[config.mk]
export PLATFORM = sky130hd
export DESIGN_NAME = lift_apb_slave_flat
export DESIGN_NICKNAME = d
export VERILOG_FILES = /design/src/rtl/lift_pkg.sv /design/src/rtl/lift_apb_slave_if.sv /design/src/rtl/lift_cmd_chan.sv /design/src/rtl/lift_apb_slave.sv /design/src/flat_wrapper.sv
export SDC_FILE = /design/constraint.sdc
export NUM_CORES = 1
export LEC_CHECK = 0
export ABC_AREA = 1
export CORE_ASPECT_RATIO = 0.9
export CORE_MARGIN = 5
export CORE_UTILIZATION = 25
export CTS_BUF_LIST = sky130_fd_sc_hd__clkbuf_16
export CTS_CLUSTER_SIZE = 24
export DETAILED_ROUTE_END_ITERATION = 10
export PLACE_DENSITY = 0.43
export SETUP_SLACK_MARGIN = 0.4
export SYNTH_ARGS = -nofsm -noshare
export SYNTH_HDL_FRONTEND = slang
export SYNTH_SLANG_ARGS = --single-unit
[constraint.sdc]
create_clock -name PCLK -period 1.73 [get_ports PCLK]
set_input_delay 0.346 -clock PCLK [delete_from_list [all_inputs] [get_ports PCLK]]
set_output_delay 0.346 -clock PCLK [all_outputs]
set_load 0.02 [all_outputs]
[src/rtl/lift_pkg.sv]
// Shared constants and types for the parking-lift APB front-end:
// register addresses, register bit positions and the FSM/command enums.
package lift_pkg;

    localparam logic [7:0] ADDR_CTRL   = 8'h00;
    localparam logic [7:0] ADDR_TARGET = 8'h01;
    localparam logic [7:0] ADDR_STATUS = 8'h02;
    localparam logic [7:0] ADDR_OP     = 8'h04;

    localparam int CTRL_EN     = 0;
    localparam int CTRL_IRQ_EN = 1;
    localparam int CTRL_GO     = 2;

    localparam int STAT_BUSY = 0;
    localparam int STAT_DONE = 1;
    localparam int STAT_ERR  = 2;

    typedef enum logic [1:0] {IDLE, SETUP, ACCESS} apb_state_e;
    typedef enum logic {OP_PARK, OP_RETRIEVE} lift_op_e;

    function automatic logic addr_mapped(input logic [7:0] addr);
        return addr inside {ADDR_CTRL, ADDR_TARGET, ADDR_STATUS, ADDR_OP};
    endfunction

endpackage

[src/rtl/lift_apb_slave_if.sv]
// APB bus bundle between the host master and the lift register slave.
interface lift_apb_slave_if;

    logic       PSELx_i;
    logic       PENABLE_i;
    logic       PWRITE_i;
    logic [7:0] PADDR_i;
    logic [7:0] PWDATA_i;
    logic       PREADY_o;
    logic [7:0] PRDATA_o;
    logic       PSLVERR_o;

    modport master (
        output PSELx_i, PENABLE_i, PWRITE_i, PADDR_i, PWDATA_i,
        input  PREADY_o, PRDATA_o, PSLVERR_o
    );

    modport slave (
        input  PSELx_i, PENABLE_i, PWRITE_i, PADDR_i, PWDATA_i,
        output PREADY_o, PRDATA_o, PSLVERR_o
    );

endinterface

[src/rtl/lift_cmd_chan.sv]
// Holding register for one park/retrieve command towards the motion
// controller; valid stays high and the fields stay frozen until accepted.
module lift_cmd_chan
    import lift_pkg::*;
#(
    parameter int FW = 3
) (
    input  logic          clk,
    input  logic          rst_n,
    input  logic          load_i,
    input  lift_op_e      op_i,
    input  logic [FW-1:0] floor_i,
    input  logic          ready_i,
    output logic          valid_o,
    output lift_op_e      op_o,
    output logic [FW-1:0] floor_o
);

    logic          valid_q;
    lift_op_e      op_q;
    logic [FW-1:0] floor_q;

    // NOTE: non-blocking assignments so every flop samples pre-edge values,
    // independent of statement order inside the block.
    always_ff @(posedge clk or negedge rst_n) begin
        if (!rst_n) begin
            valid_q <= 1'b0;
            op_q    <= OP_PARK;
            floor_q <= '0;
        end else if (load_i) begin
            valid_q <= 1'b1;
            op_q    <= op_i;
            floor_q <= floor_i;
        end else if (valid_q && ready_i) begin
            valid_q <= 1'b0;
        end
    end

    assign valid_o = valid_q;
    assign op_o    = op_q;
    assign floor_o = floor_q;

endmodule

[src/rtl/lift_apb_slave.sv]
// APB register front-end of the parking lift: decodes CTRL/TARGET/STATUS/OP,
// issues GO commands through lift_cmd_chan and raises a level interrupt.
module lift_apb_slave
    import lift_pkg::*;
#(
    parameter int NUM_FLOORS = 8,
    parameter int WAIT_MAX   = 15
) (
    input  logic                          PCLK,
    input  logic                          PRESETn,
    lift_apb_slave_if.slave               apb,
    output logic                          cmd_valid_o,
    input  logic                          cmd_ready_i,
    output logic                          cmd_op_o,
    output logic [$clog2(NUM_FLOORS)-1:0] cmd_floor_o,
    input  logic                          lift_busy_i,
    input  logic [$clog2(NUM_FLOORS)-1:0] lift_floor_i,
    input  logic                          lift_done_i,
    output logic                          irq_o
);

    localparam int FW = $clog2(NUM_FLOORS);
    localparam int CW = $clog2(WAIT_MAX + 1);

    apb_state_e    state_q;
    logic          pready_q;
    logic          pslverr_q;
    logic [7:0]    prdata_q;
    logic [CW-1:0] wait_cnt_q;

    logic [1:0]    ctrl_q;
    logic [FW-1:0] target_q;
    logic          op_q;
    logic          done_q;
    logic          err_q;
    logic          irq_q;

    logic       setup_phase, commit, wr_ok;
    logic       target_ok, go_req, stall_req, setup_err;
    logic       wr_ctrl, wr_target, wr_status, wr_op, go_load, err_set;
    logic [7:0] rd_data;
    lift_op_e   cmd_op;

    assign setup_phase = apb.PSELx_i && !apb.PENABLE_i;
    assign commit      = (state_q != IDLE) && apb.PSELx_i && apb.PENABLE_i && pready_q;
    assign wr_ok       = commit && apb.PWRITE_i && !pslverr_q;

    assign target_ok = 32'(apb.PWDATA_i) < NUM_FLOORS;
    assign go_req    = apb.PWRITE_i && (apb.PADDR_i == ADDR_CTRL)
                       && apb.PWDATA_i[CTRL_GO] && apb.PWDATA_i[CTRL_EN];
    assign stall_req = go_req && cmd_valid_o && !cmd_ready_i;
    assign setup_err = !addr_mapped(apb.PADDR_i)
                       || (apb.PWRITE_i && (apb.PADDR_i == ADDR_TARGET) && !target_ok);

    assign wr_ctrl   = wr_ok && (apb.PADDR_i == ADDR_CTRL);
    assign wr_target = wr_ok && (apb.PADDR_i == ADDR_TARGET);
    assign wr_status = wr_ok && (apb.PADDR_i == ADDR_STATUS);
    assign wr_op     = wr_ok && (apb.PADDR_i == ADDR_OP);
    assign go_load   = wr_ctrl && apb.PWDATA_i[CTRL_GO] && apb.PWDATA_i[CTRL_EN];

    // An erroring CTRL write can only be a timed-out GO; both it and a bad
    // TARGET flag STATUS.err, an unmapped write leaves everything alone.
    assign err_set = (wr_ctrl && apb.PWDATA_i[CTRL_GO] && !apb.PWDATA_i[CTRL_EN])
                     || (commit && apb.PWRITE_i && pslverr_q
                         && (apb.PADDR_i == ADDR_TARGET || apb.PADDR_i == ADDR_CTRL));

    // NOTE: default assignment first so no path through the case infers a latch.
    always_comb begin
        rd_data = '0;
        case (apb.PADDR_i)
            ADDR_CTRL:   rd_data = {6'd0, ctrl_q};
            ADDR_TARGET: rd_data = 8'(target_q);
            ADDR_STATUS: rd_data = {5'(lift_floor_i), err_q, done_q, lift_busy_i};
            ADDR_OP:     rd_data = {7'd0, op_q};
            default:     rd_data = '0;
        endcase
    end

    // State names the last bus phase sampled: SETUP means the current cycle
    // is the first access cycle, ACCESS means the transfer is being extended.
    always_ff @(posedge PCLK or negedge PRESETn) begin
        if (!PRESETn) begin
            state_q    <= IDLE;
            pready_q   <= 1'b1;
            pslverr_q  <= 1'b0;
            prdata_q   <= '0;
            wait_cnt_q <= '0;
        end else begin
            case (state_q)
                IDLE: begin
                    pready_q   <= 1'b1;
                    pslverr_q  <= 1'b0;
                    prdata_q   <= '0;
                    wait_cnt_q <= '0;
                    if (setup_phase) begin
                        state_q   <= SETUP;
                        pready_q  <= !stall_req;
                        pslverr_q <= setup_err;
                        prdata_q  <= apb.PWRITE_i ? 8'd0 : rd_data;
                    end
                end
                default: begin
                    if (!apb.PSELx_i || (apb.PENABLE_i && pready_q)) begin
                        state_q    <= IDLE;
                        pready_q   <= 1'b1;
                        pslverr_q  <= 1'b0;
                        prdata_q   <= '0;
                        wait_cnt_q <= '0;
                    end else if (apb.PENABLE_i) begin
                        state_q <= ACCESS;
                        if (cmd_valid_o && cmd_ready_i) begin
                            pready_q <= 1'b1;
                        end else if (wait_cnt_q == CW'(WAIT_MAX - 1)) begin
                            pready_q  <= 1'b1;
                            pslverr_q <= 1'b1;
                        end else begin
                            wait_cnt_q <= wait_cnt_q + 1'b1;
                        end
                    end
                end
            endcase
        end
    end

    // Done: a set from the lift beats a same-cycle write-one-to-clear.
    always_ff @(posedge PCLK or negedge PRESETn) begin
        if (!PRESETn) begin
            ctrl_q   <= '0;
            target_q <= '0;
            op_q     <= 1'b0;
            done_q   <= 1'b0;
            err_q    <= 1'b0;
            irq_q    <= 1'b0;
        end else begin
            if (wr_ctrl)   ctrl_q   <= apb.PWDATA_i[1:0];
            if (wr_target) target_q <= apb.PWDATA_i[FW-1:0];
            if (wr_op)     op_q     <= apb.PWDATA_i[0];
            done_q <= lift_done_i || (done_q && !(wr_status && apb.PWDATA_i[STAT_DONE]));
            err_q  <= err_set || (err_q && !(wr_status && apb.PWDATA_i[STAT_ERR]));
            irq_q  <= ctrl_q[CTRL_IRQ_EN] && (done_q || err_q);
        end
    end

    lift_cmd_chan #(.FW(FW)) u_cmd_chan (
        .clk     (PCLK),
        .rst_n   (PRESETn),
        .load_i  (go_load),
        .op_i    (lift_op_e'(op_q)),
        .floor_i (target_q),
        .ready_i (cmd_ready_i),
        .valid_o (cmd_valid_o),
        .op_o    (cmd_op),
        .floor_o (cmd_floor_o)
    );

    assign cmd_op_o      = cmd_op;
    assign irq_o         = irq_q;
    assign apb.PREADY_o  = pready_q;
    assign apb.PSLVERR_o = pslverr_q;
    assign apb.PRDATA_o  = prdata_q;

endmodule
[src/flat_wrapper.sv]
// flat-port wrapper written by rule: the top's interface ports become plain ports
module lift_apb_slave_flat import lift_pkg::*;
#(
    parameter int NUM_FLOORS = 8,
    parameter int WAIT_MAX   = 15
)
  (PCLK, PRESETn, cmd_valid_o, cmd_ready_i, cmd_op_o, cmd_floor_o, lift_busy_i, lift_floor_i, lift_done_i, irq_o, apb_PSELx_i, apb_PENABLE_i, apb_PWRITE_i, apb_PADDR_i, apb_PWDATA_i, apb_PREADY_o, apb_PRDATA_o, apb_PSLVERR_o);
  lift_apb_slave_if apb_i ();
  input  logic PCLK;
  input  logic PRESETn;
  output logic cmd_valid_o;
  input  logic cmd_ready_i;
  output logic cmd_op_o;
  output logic [$clog2(NUM_FLOORS)-1:0] cmd_floor_o;
  input  logic lift_busy_i;
  input  logic [$clog2(NUM_FLOORS)-1:0] lift_floor_i;
  input  logic lift_done_i;
  output logic irq_o;
  input wire logic [$bits(apb_i.PSELx_i)-1:0] apb_PSELx_i;
  input wire logic [$bits(apb_i.PENABLE_i)-1:0] apb_PENABLE_i;
  input wire logic [$bits(apb_i.PWRITE_i)-1:0] apb_PWRITE_i;
  input wire logic [$bits(apb_i.PADDR_i)-1:0] apb_PADDR_i;
  input wire logic [$bits(apb_i.PWDATA_i)-1:0] apb_PWDATA_i;
  output wire logic [$bits(apb_i.PREADY_o)-1:0] apb_PREADY_o;
  output wire logic [$bits(apb_i.PRDATA_o)-1:0] apb_PRDATA_o;
  output wire logic [$bits(apb_i.PSLVERR_o)-1:0] apb_PSLVERR_o;
  assign apb_i.PSELx_i = apb_PSELx_i;
  assign apb_i.PENABLE_i = apb_PENABLE_i;
  assign apb_i.PWRITE_i = apb_PWRITE_i;
  assign apb_i.PADDR_i = apb_PADDR_i;
  assign apb_i.PWDATA_i = apb_PWDATA_i;
  assign apb_PREADY_o = apb_i.PREADY_o;
  assign apb_PRDATA_o = apb_i.PRDATA_o;
  assign apb_PSLVERR_o = apb_i.PSLVERR_o;
  lift_apb_slave #(.NUM_FLOORS(NUM_FLOORS), .WAIT_MAX(WAIT_MAX)) u_core (.PCLK(PCLK), .PRESETn(PRESETn), .apb(apb_i), .cmd_valid_o(cmd_valid_o), .cmd_ready_i(cmd_ready_i), .cmd_op_o(cmd_op_o), .cmd_floor_o(cmd_floor_o), .lift_busy_i(lift_busy_i), .lift_floor_i(lift_floor_i), .lift_done_i(lift_done_i), .irq_o(irq_o));
endmodule
## Yosys cells after proc, flatten, opt, wreduce, memory -nomap -nowiden

Index checks and enable logic that the tools add are counted.

| storage, ports and cells | value |
|---|---|
| flip-flop bits (word level) | 30 |
| bits in latches | 0 |
| RAM bits | 0 |
| bits in read-only memories | 0 |
| output and inout bits | 16 |
| logic and storage cells | 109 |
| memories | 0 |

| operators by class | value |
|---|---|
| add/subtract/negate cells | 1 |
| $mul | 0 |
| divide/modulo/power cells | 0 |
| magnitude comparators | 1 |
| equal/unequal tests | 7 |
| shifts and indexed selects | 0 |
| mux-type cells | 27 |
| bitwise logic cells | 0 |
| reduce and logical (&&, ||, !) cells | 59 |

Operator list:

| kind | number |
|---|---|
| $logic_and A1 B1 Y1 | 29 |
| $mux W8 | 3 |
| $pmux W6 S4 | 1 |
| $mux W4 | 5 |
| $mux W1 | 13 |
| $logic_not A1 Y1 | 10 |
| $eq A8 B1 Y1 const B | 1 |
| $eq A8 B2 Y1 const B | 1 |
| $eq A8 B3 Y1 const B | 1 |
| $logic_not A8 Y1 | 1 |
| $lt A8 B4 Y1 const B | 1 |
| $mux W2 | 4 |
| $reduce_bool A4 Y1 | 2 |
| $logic_or A1 B1 Y1 | 7 |
| $mux W6 | 1 |
| $ne A3 B2 Y1 const B | 2 |
| $reduce_and A3 Y1 | 2 |
| $reduce_bool A2 Y1 | 3 |
| $reduce_bool A3 Y1 | 2 |
| $add A4 B1 Y4 const B | 1 |
| $eq A4 B4 Y1 const B | 1 |
| $reduce_and A2 Y1 | 2 |
| $logic_not A2 Y1 | 1 |
| $ne A2 B1 Y1 const B | 1 |

## Logic depth before layout (Yosys ltp)

Gate-level depths: netlist of the first run.

| depth | value |
|---|---|
| word-level depth | 11 |
| depth in mapped cells | 9 |

## Modules after synthesis

Synthesis of the first run repeated with hierarchy kept, for this count alone.

| unflattened totals | value |
|---|---|
| cells, all modules | 207 |
| area, all modules | 1516.5 µm² |

By module, submodules not included:

| module | times used | cells an instance | area each (µm²) |
|---|---|---|---|
| lift_apb_slave | 1 | 186 | 1331.3 |
| lift_cmd_chan | 1 | 21 | 185.2 |

## Least setup slack after synthesis of the first run

No wires, ideal clock.

| path | value |
|---|---|
| path kind | reg-to-reg |
| start | reg u_core.pready_q (netlist: u_core.apb.PREADY_o) |
| end | reg u_core.u_cmd_chan.floor_q[1] (netlist: u_core.u_cmd_chan.floor_o[1]) |
| arrival time | 1.291 ns |
| required time | 1.612 ns |
| setup slack | 0.321 ns |
| stages on the path, launching flop included | 8 |
| buffers on the path | 0 |
| period minus slack after synthesis | 1.409 ns |
| cells stage by stage | dfstp_2 -> nand3_2 -> nor2_4 -> nand2_4 -> nor2_8 -> nand2_4 -> nand2_1 -> o21ai_2 |

| on the way | value |
|---|---|
| word-level cells in the longest chain between the ends | 6 |

RTL lines:

| what | RTL line | text |
|---|---|---|
| from (decl) | lift_apb_slave.sv:26 | `logic pready_q;` |
| from (signal assigned) | lift_apb_slave.sv:97 | `pready_q <= !stall_req;` |
| $logic_and A1 B1 Y1 | lift_apb_slave.sv:45 | `assign commit = (state_q != IDLE) && apb.PSELx_i && apb.PENABLE_i && pready_q;` |
| $logic_and A1 B1 Y1 (2 in a row) | lift_apb_slave.sv:46 | `assign wr_ok = commit && apb.PWRITE_i && !pslverr_q;` |
| $logic_and A1 B1 Y1 | lift_apb_slave.sv:55 | `assign wr_ctrl = wr_ok && (apb.PADDR_i == ADDR_CTRL);` |
| $logic_and A1 B1 Y1 (2 in a row) | lift_apb_slave.sv:59 | `assign go_load = wr_ctrl && apb.PWDATA_i[CTRL_GO] && apb.PWDATA_i[CTRL_EN];` |
| to (signal assigned) | lift_cmd_chan.sv:33 | `floor_q <= floor_i;` |
| to (decl) | lift_cmd_chan.sv:21 | `logic [FW-1:0] floor_q;` |

Every way passes these cells.
A chain may end at the register's enable or synchronous reset.

## Final worst setup path of the first run

| path | value |
|---|---|
| start | reg u_core.pready_q (netlist: u_core.apb.PREADY_o) |
| end | out apb_PREADY_o |

RTL lines:

| what | RTL line | text |
|---|---|---|
| to (decl) | flat_wrapper.sv:24 | `output wire logic [$bits(apb_i.PREADY_o)-1:0] apb_PREADY_o;` |

No word-level cell between the ends.

==> results by group, run 1 <==
Yosys
  – Area leader, netlist: dfrtp_1
  – Largest cells by area after synthesis: dfrtp_1, nand2_1, inv_1
  – Yosys warns: 0
  – Cells after Synth: 186
  – Synthesized flop and latch total: 28
  – Post-synth top area share: about 44%
  – Cell area after synthesis: 1530 um2
  – Register area share after synthesis: approximately 46%
  – Syn_area_per_cell: 8.20 um2
  – Synth cell types: 32

Outcome
  – Outcome: completed

Routing
  – WL final: 4060 um
  – DRT iter0 DRCs: 39
  – Vias: 1435
  – Detail Route Antenna Nets: 0
  – Per-cell routed wire length: between 10 and 15 um
  – Vias per cell: 4.23
  – Residual DRC count: 0
  – Drt pass-1 iters: 4

Worst setup path
  – Required @ worst endpoint: around 1.4 ns
  – CP startpoint kind: flop
  – Critical path class: reg2out
  – Buf+Inv Stages, Crit Path: 1
  – Crit Path Max Fanout: 2
  – Top delay family on crit path: flip-flops
  – Critical Path End Type: output pin
  – Critical Path AT: 1.13 ns
  – Largest stage delay on the critical path: roughly 0.54 ns
  – Cells along the critical path: dlygate4sd2_1
  – Slowest stage cell, crit path: dfstp_2

Global routing
  – Vias in the first global route: 1472
  – Initial antenna violation count: 0
  – Overall routing resource usage: 11.1%
  – GRT overflow: 0
  – Global-route wire length before repair: 7000 um
  – Pin count of the biggest net entering global routing: 29

Timing
  – Period utilization: 85.5%
  – Total negative slack: 0 ns
  – Max Slew Vio Count: 0
  – Final setup viols: 0
  – Unrepaired setup endpoints after global routing: true
  – Final Skew: 0.00452 ns
  – Hold slack: 0.458 ns
  – Max Freq: slightly below 700 MHz
  – Hold Fails Final Rpt: 0
  – Tmin final: 1.48 ns

Die
  – Initial Util: 25.4%
  – Die area: 7770 um2
  – Core Region: 6010 um2
  – I/O pin cnt: 43
  – Die width: just over 90 um
  – Die Y: 84.1 um
  – Cell Rows: 27

CTS
  – CTS sink cnt: 28
  – Num CTS Buffers: 3
  – CTS root buf: clkbuf_16
  – Clk pin slew, worst setup/hold paths: around 0.07 ns
  – CTS tree: yes
  – Clk_lat worst skew: 0.27 ns
  – CTS Hold Bufs: 0
  – Clock Path Buffers: 2
  – CTS H-tree depth: 1

Layout
  – Cell Count, Final, Fillers Out: ~340
  – Commonest non-fill, non-tap cell in the layout: nand2_1
  – Most frequent cells in the layout: nand2_1, dfrtp_1, buf_4
  – Nets: 297
  – Fillers: 604
  – P&R area growth vs syn: 68.3%
  – Finished Cell Area: 2570 um2
  – Diode count: 0
  – Ratio of cells with drive above 1 in the final layout: 41.2%

Placed design
  – Placed Area: 2200 um2
  – Dpl cells: 321
  – Routability congestion estimate: 0.761
  – Post-DP HPWL: roughly 3000 um
  – I/O Buffers: 40

Power
  – VDD IR max: 0.530 mV
  – Pwr Density: 598 nW/um2
  – Total power: 1.54 mW
  – Leakage Power: 1.22 nW

Run
  – Max-Cap Viols: 0

Min path
  – Worst hold path type: in2async
cell usage after synthesis (all sizes together):
cell type  instances
dfrtp             27
a21boi             1
mux2i              1
buf                2
ha                 2
a21oi              5
o32ai              1
a21o               1
inv               27
nand2             52
xor2               1
nand3b             1
dfstp              1
o22ai              1
o211ai             1
nor3               3
o21ai             16
nand3              8
nand4              2
conb               1
nor2              29
a32o               3
sequential cells by signal (all words and copies together), names as in the netlist:
signal	count
u_core.apb.PRDATA_o	6
u_core.wait_cnt_q	4
u_core.target_q	3
u_core.u_cmd_chan.floor_o	3
u_core.ctrl_q	2
u_core.state_q	2
u_core.apb.PREADY_o	1
u_core.apb.PSLVERR_o	1
u_core.done_q	1
u_core.err_q	1
u_core.irq_o	1
u_core.op_q	1
u_core.u_cmd_chan.op_o	1
u_core.u_cmd_chan.valid_o	1
per-layer routing:
layer / track usage, % / part of all wire [%] / up-vias
li1: - / - / 756
met1: 15.4 / 47 / 638
met2: 17.7 / 46 / 37
met3: 1.98 / 5.6 / 4
met4: 3.24 / 0.94 / 0
met5: 0 / 0 / -
kinds of logic after synthesis:
logic type / Yosys count / synth area share (%)
AND/OR/NAND/NOR: 95 / 30.2
AO/OA/AOI/OAI: 29 / 13.0
buffers and inverters: 29 / 7.63
flip-flops: 28 / 46.0
adder cells (fa/ha/maj): 2 / 1.64
other: 1 / 0.246
XOR/XNOR: 1 / 0.574
multiplexers: 1 / 0.656
worst paths after layout:
kind | end | slack, ns | startpoint | depth (start not counted)
min reg2reg | u_core.apb.PRDATA_o[2] | 0.48 | u_core.apb.PRDATA_o[2] | 2
min in group PCLK | u_core.apb.PRDATA_o[2] | 0.48 | u_core.apb.PRDATA_o[2] | 2
min | u_core.state_q[0] | 0.46 | PRESETn | 2
max in group asynchronous | u_core.apb.PREADY_o | 0.96 | PRESETn | 2
max | apb_PREADY_o | 0.25 | u_core.apb.PREADY_o | 1
max reg2reg | u_core.u_cmd_chan.floor_o[1] | 0.27 | u_core.apb.PREADY_o | 8
power breakdown:
group / switching [mW] / internal, mW / total (mW)
registers: 0.00366 / 0.659 / 0.663
clock network: 0.235 / 0.461 / 0.696
logic: 0.0878 / 0.0890 / 0.177
total: 0.326 / 1.21 / 1.54
through the flow:
| step | worst slack, ns | utilization, % |
|---|---|---|
| global route | 0.178 | 42.7 |
| CTS | 0.239 | 41.5 |
| finish | 0.251 | 42.7 |
| detailed placement | -0.0982 | 36.5 |
| floorplan | 0.345 | - |
| global placement | -0.103 | 36.5 |
layout make-up:
cell class,count,area (um2),share of cell area (%)
inverter,27,109,4.24
tap,72,90.1,3.51
multi-input combinational,131,885,34.5
timing repair buffer,77,677,26.4
clock buffer,3,75.1,2.92
sequential,28,702,27.3
clock inverter,1,30.0,1.17
timing repair:
item,in CTS,in global routing
pin swaps,23,22
gates cloned,1,0
resized for setup,69,51
setup endpoints to repair,39,37
setup buffers,9,4
Note: power is estimated with default switching activity, not from simulation.
==> run 2, diff against run 1 <==
--- a/config.mk
+++ b/config.mk
@@ -7,7 +7,7 @@
 export LEC_CHECK = 0
 export ABC_AREA = 1
 export CORE_ASPECT_RATIO = 0.9
-export CORE_MARGIN = 5
+export CORE_MARGIN = 1.5
 export CORE_UTILIZATION = 25
 export CTS_BUF_LIST = sky130_fd_sc_hd__clkbuf_16
 export CTS_CLUSTER_SIZE = 24
==> run 2 against run 1 <==
The run now ends with DRC left. Fmax increased by 7.4%. Flip-flop and latch count unchanged. First-iteration DRC count increased by 26%. Total power decreased by 1.3%. Via count decreased by 1.7%. Critical path depth increased by 5. Critical path type is now reg2reg. Critical endpoint is now u_core.apb.PRDATA_o[3]. Largest power group unchanged.
==> results by group, run 2 (synthesis gave the netlist of run 1 again) <==
Routing
  – Detail Route Antenna Nets: 0
  – Drt pass-1 iters: 8
  – WL final: 3860 um
  – Per-cell routed wire length: 11.8 um
  – Vias per cell: about 4.3
  – Residual DRC count: 2
  – Vias: 1411
  – DRT iter0 DRCs: between 40 and 50

Placed design
  – Post-DP HPWL: 2960 um
  – Routability congestion estimate: 0.766
  – Post-place setup slack: -0.0542 ns
  – I/O Buffers: 40

Power
  – Clock power frac: 45.3%
  – Net Sw Frac: 20.7%
  – Sequential power share: 43.7%
  – VDD IR max: roughly 0.34 mV
  – Leakage Power: 1.15 nW
  – Psw: between 0.3 and 0.4 mW
  – Cell Int Power: approximately 1.2 mW
  – Pwr Density: 621 nW/um2
  – Combinational share of power: 11.0%

Worst setup path
  – CP startpoint kind: flop
  – Top delay family on crit path: flip-flops
  – Worst R2R End: u_core.apb.PRDATA_o[3]
  – Required @ worst endpoint: ~1.9 ns
  – Critical Path AT: between 1.5 and 2 ns
  – Critical Path End Type: flop
  – Critical path class: reg2reg
  – Crit Path Max Fanout: 4
  – Slowest stage cell, crit path: dfstp_2
  – Cells along the critical path: buf_4 > a21oi_2 > nand2_2 > inv_4 > buf_4 > a32o_1
  – Most frequent CP cell: buf_4
  – Worst flop-to-flop path startpoint: u_core.apb.PREADY_o
  – Buf+Inv Stages, Crit Path: 3
  – R2r setup slk: 0.35 ns
  – Worst Reg-to-Reg Cells: 6
  – Largest stage delay on the critical path: around 0.56 ns

Timing
  – Max Slew Vio Count: 0
  – Final setup viols: 0
  – Post-route worst setup slack: around 0.35 ns
  – Hold Fails Final Rpt: 0
  – Tmin final: 1.38 ns
  – Unrepaired setup endpoints after global routing: true
  – Max Freq: 726 MHz
  – Final Skew: 0.00274 ns
  – Period utilization: 79.6%

Global routing
  – Vias in the first global route: roughly 1400
  – Global-route wire length before repair: 6370 um
  – Initial antenna violation count: 0
  – GRT Max-Usage Layer: met2
  – Pin count of the biggest net entering global routing: 29
  – GR Util met2: 18.7%
  – Met3 GRT Util: under 10%
  – GRT overflow: 0
  – M1 GR Usage: 17.3%
  – Overall routing resource usage: about an eighth

CTS
  – CTS sink cnt: 28
  – CTS tree: yes
  – Num CTS Buffers: 3
  – CTS H-tree depth: 1
  – CTS root buf: clkbuf_16
  – Clock Path Buffers: 2
  – Clk pin slew, worst setup/hold paths: 0.07 ns
  – Clk_lat worst skew: 0.26 ns

Die
  – Cell Rows: 26
  – Initial Util: about a quarter
  – Die width: approximately 85 um
  – Die Y: approximately 77 um
  – I/O pin cnt: 43
  – Core Region: ~5800 um2
  – Die area: between 6000 and 7000 um2

Outcome
  – Outcome: complete, but fails checks
  – Failing checks: DRC

Layout
  – Nets: between 200 and 300
  – Util after Layout: a little over two fifths
  – Commonest non-fill, non-tap cell in the layout: nand2_1
  – Diode count: 0
  – Most frequent cells in the layout: nand2_1, dfrtp_1, inv_1, buf_4
  – P&R area growth vs syn: 60.1%
  – Ratio of cells with drive above 1 in the final layout: between 30% and 40%
  – Max FFs per register: 6
  – Fillers: 618

Min path
  – Worst hold path type: in2async

Run
  – Max-Cap Viols: 0
run 2: cell type report:
class	count	area, um2	share of cell area [%]
Inverter	27	106	4.35
Clock inverter	1	30.0	1.23
Timing Repair Buffer	68	599	24.5
Multi-Input combinational cell	131	842	34.5
Sequential cell	28	702	28.7
Tap cell	70	87.6	3.59
Clock buffer	3	75.1	3.07
run 2: worst max path at each step:
stage | from | end | slack, ns | cells after the start
after detailed placement | apb_PENABLE_i | u_core.u_cmd_chan.floor_o[1] | -0.05 | 8
after global routing | u_core.apb.PREADY_o | u_core.target_q[0] | 0.28 | 7
after global placement | apb_PADDR_i[2] | u_core.u_cmd_chan.op_o | -0.07 | 9
final | u_core.apb.PREADY_o | u_core.apb.PRDATA_o[3] | 0.35 | 6
after floorplan | u_core.apb.PREADY_o | u_core.u_cmd_chan.floor_o[1] | 0.35 | 7
after CTS | u_core.apb.PREADY_o | apb_PREADY_o | 0.21 | 1
run 2: metrics by stage:
step / instances / cell area, um2 / hold WS (ns) / TNS [ns] / total power, mW
after global placement: 315 / 2150 / 0.467 / -0.324 / 0.839
after floorplan: 187 / 1530 / 0.0504 / 0 / 0.727
final: 328 / 2440 / 0.475 / 0 / 1.52
after CTS: 324 / 2380 / 0.484 / 0 / 1.54
after detailed placement: 315 / 2150 / 0.468 / -0.251 / 0.838
after global routing: 328 / 2440 / 0.500 / 0 / 1.58
run 2: worst reg2reg max path, delay by kind of cell, from the launching register on:
kind,cells,cell delay (ns)
compound gates,2,0.27
buf+inv,3,0.32
flops,1,0.56
simple gates,1,0.12
run 2: timing repair:
item / CTS / global route
resized for setup: 62 / 28
hold buffers: 0 / 0
setup buffers: 4 / 4
pin swaps: 20 / 6
endpoints found under the setup margin: 39 / 34
gates cloned: 1 / 0
run 2: power by group through the flow:
stage	combinational (mW)	sequential [mW]	clock [mW]
after global routing	0.185	0.662	0.730
after CTS	0.163	0.662	0.714
after detailed placement	0.163	0.675	0
after floorplan	0.0499	0.677	0
after global placement	0.164	0.675	0
final	0.167	0.662	0.687
run 2: metal layers:
layer	up-vias	routed length (um)
met2	37	1670
met4	0	24
met3	2	243
met5	-	0
li1	739	-
met1	633	1920
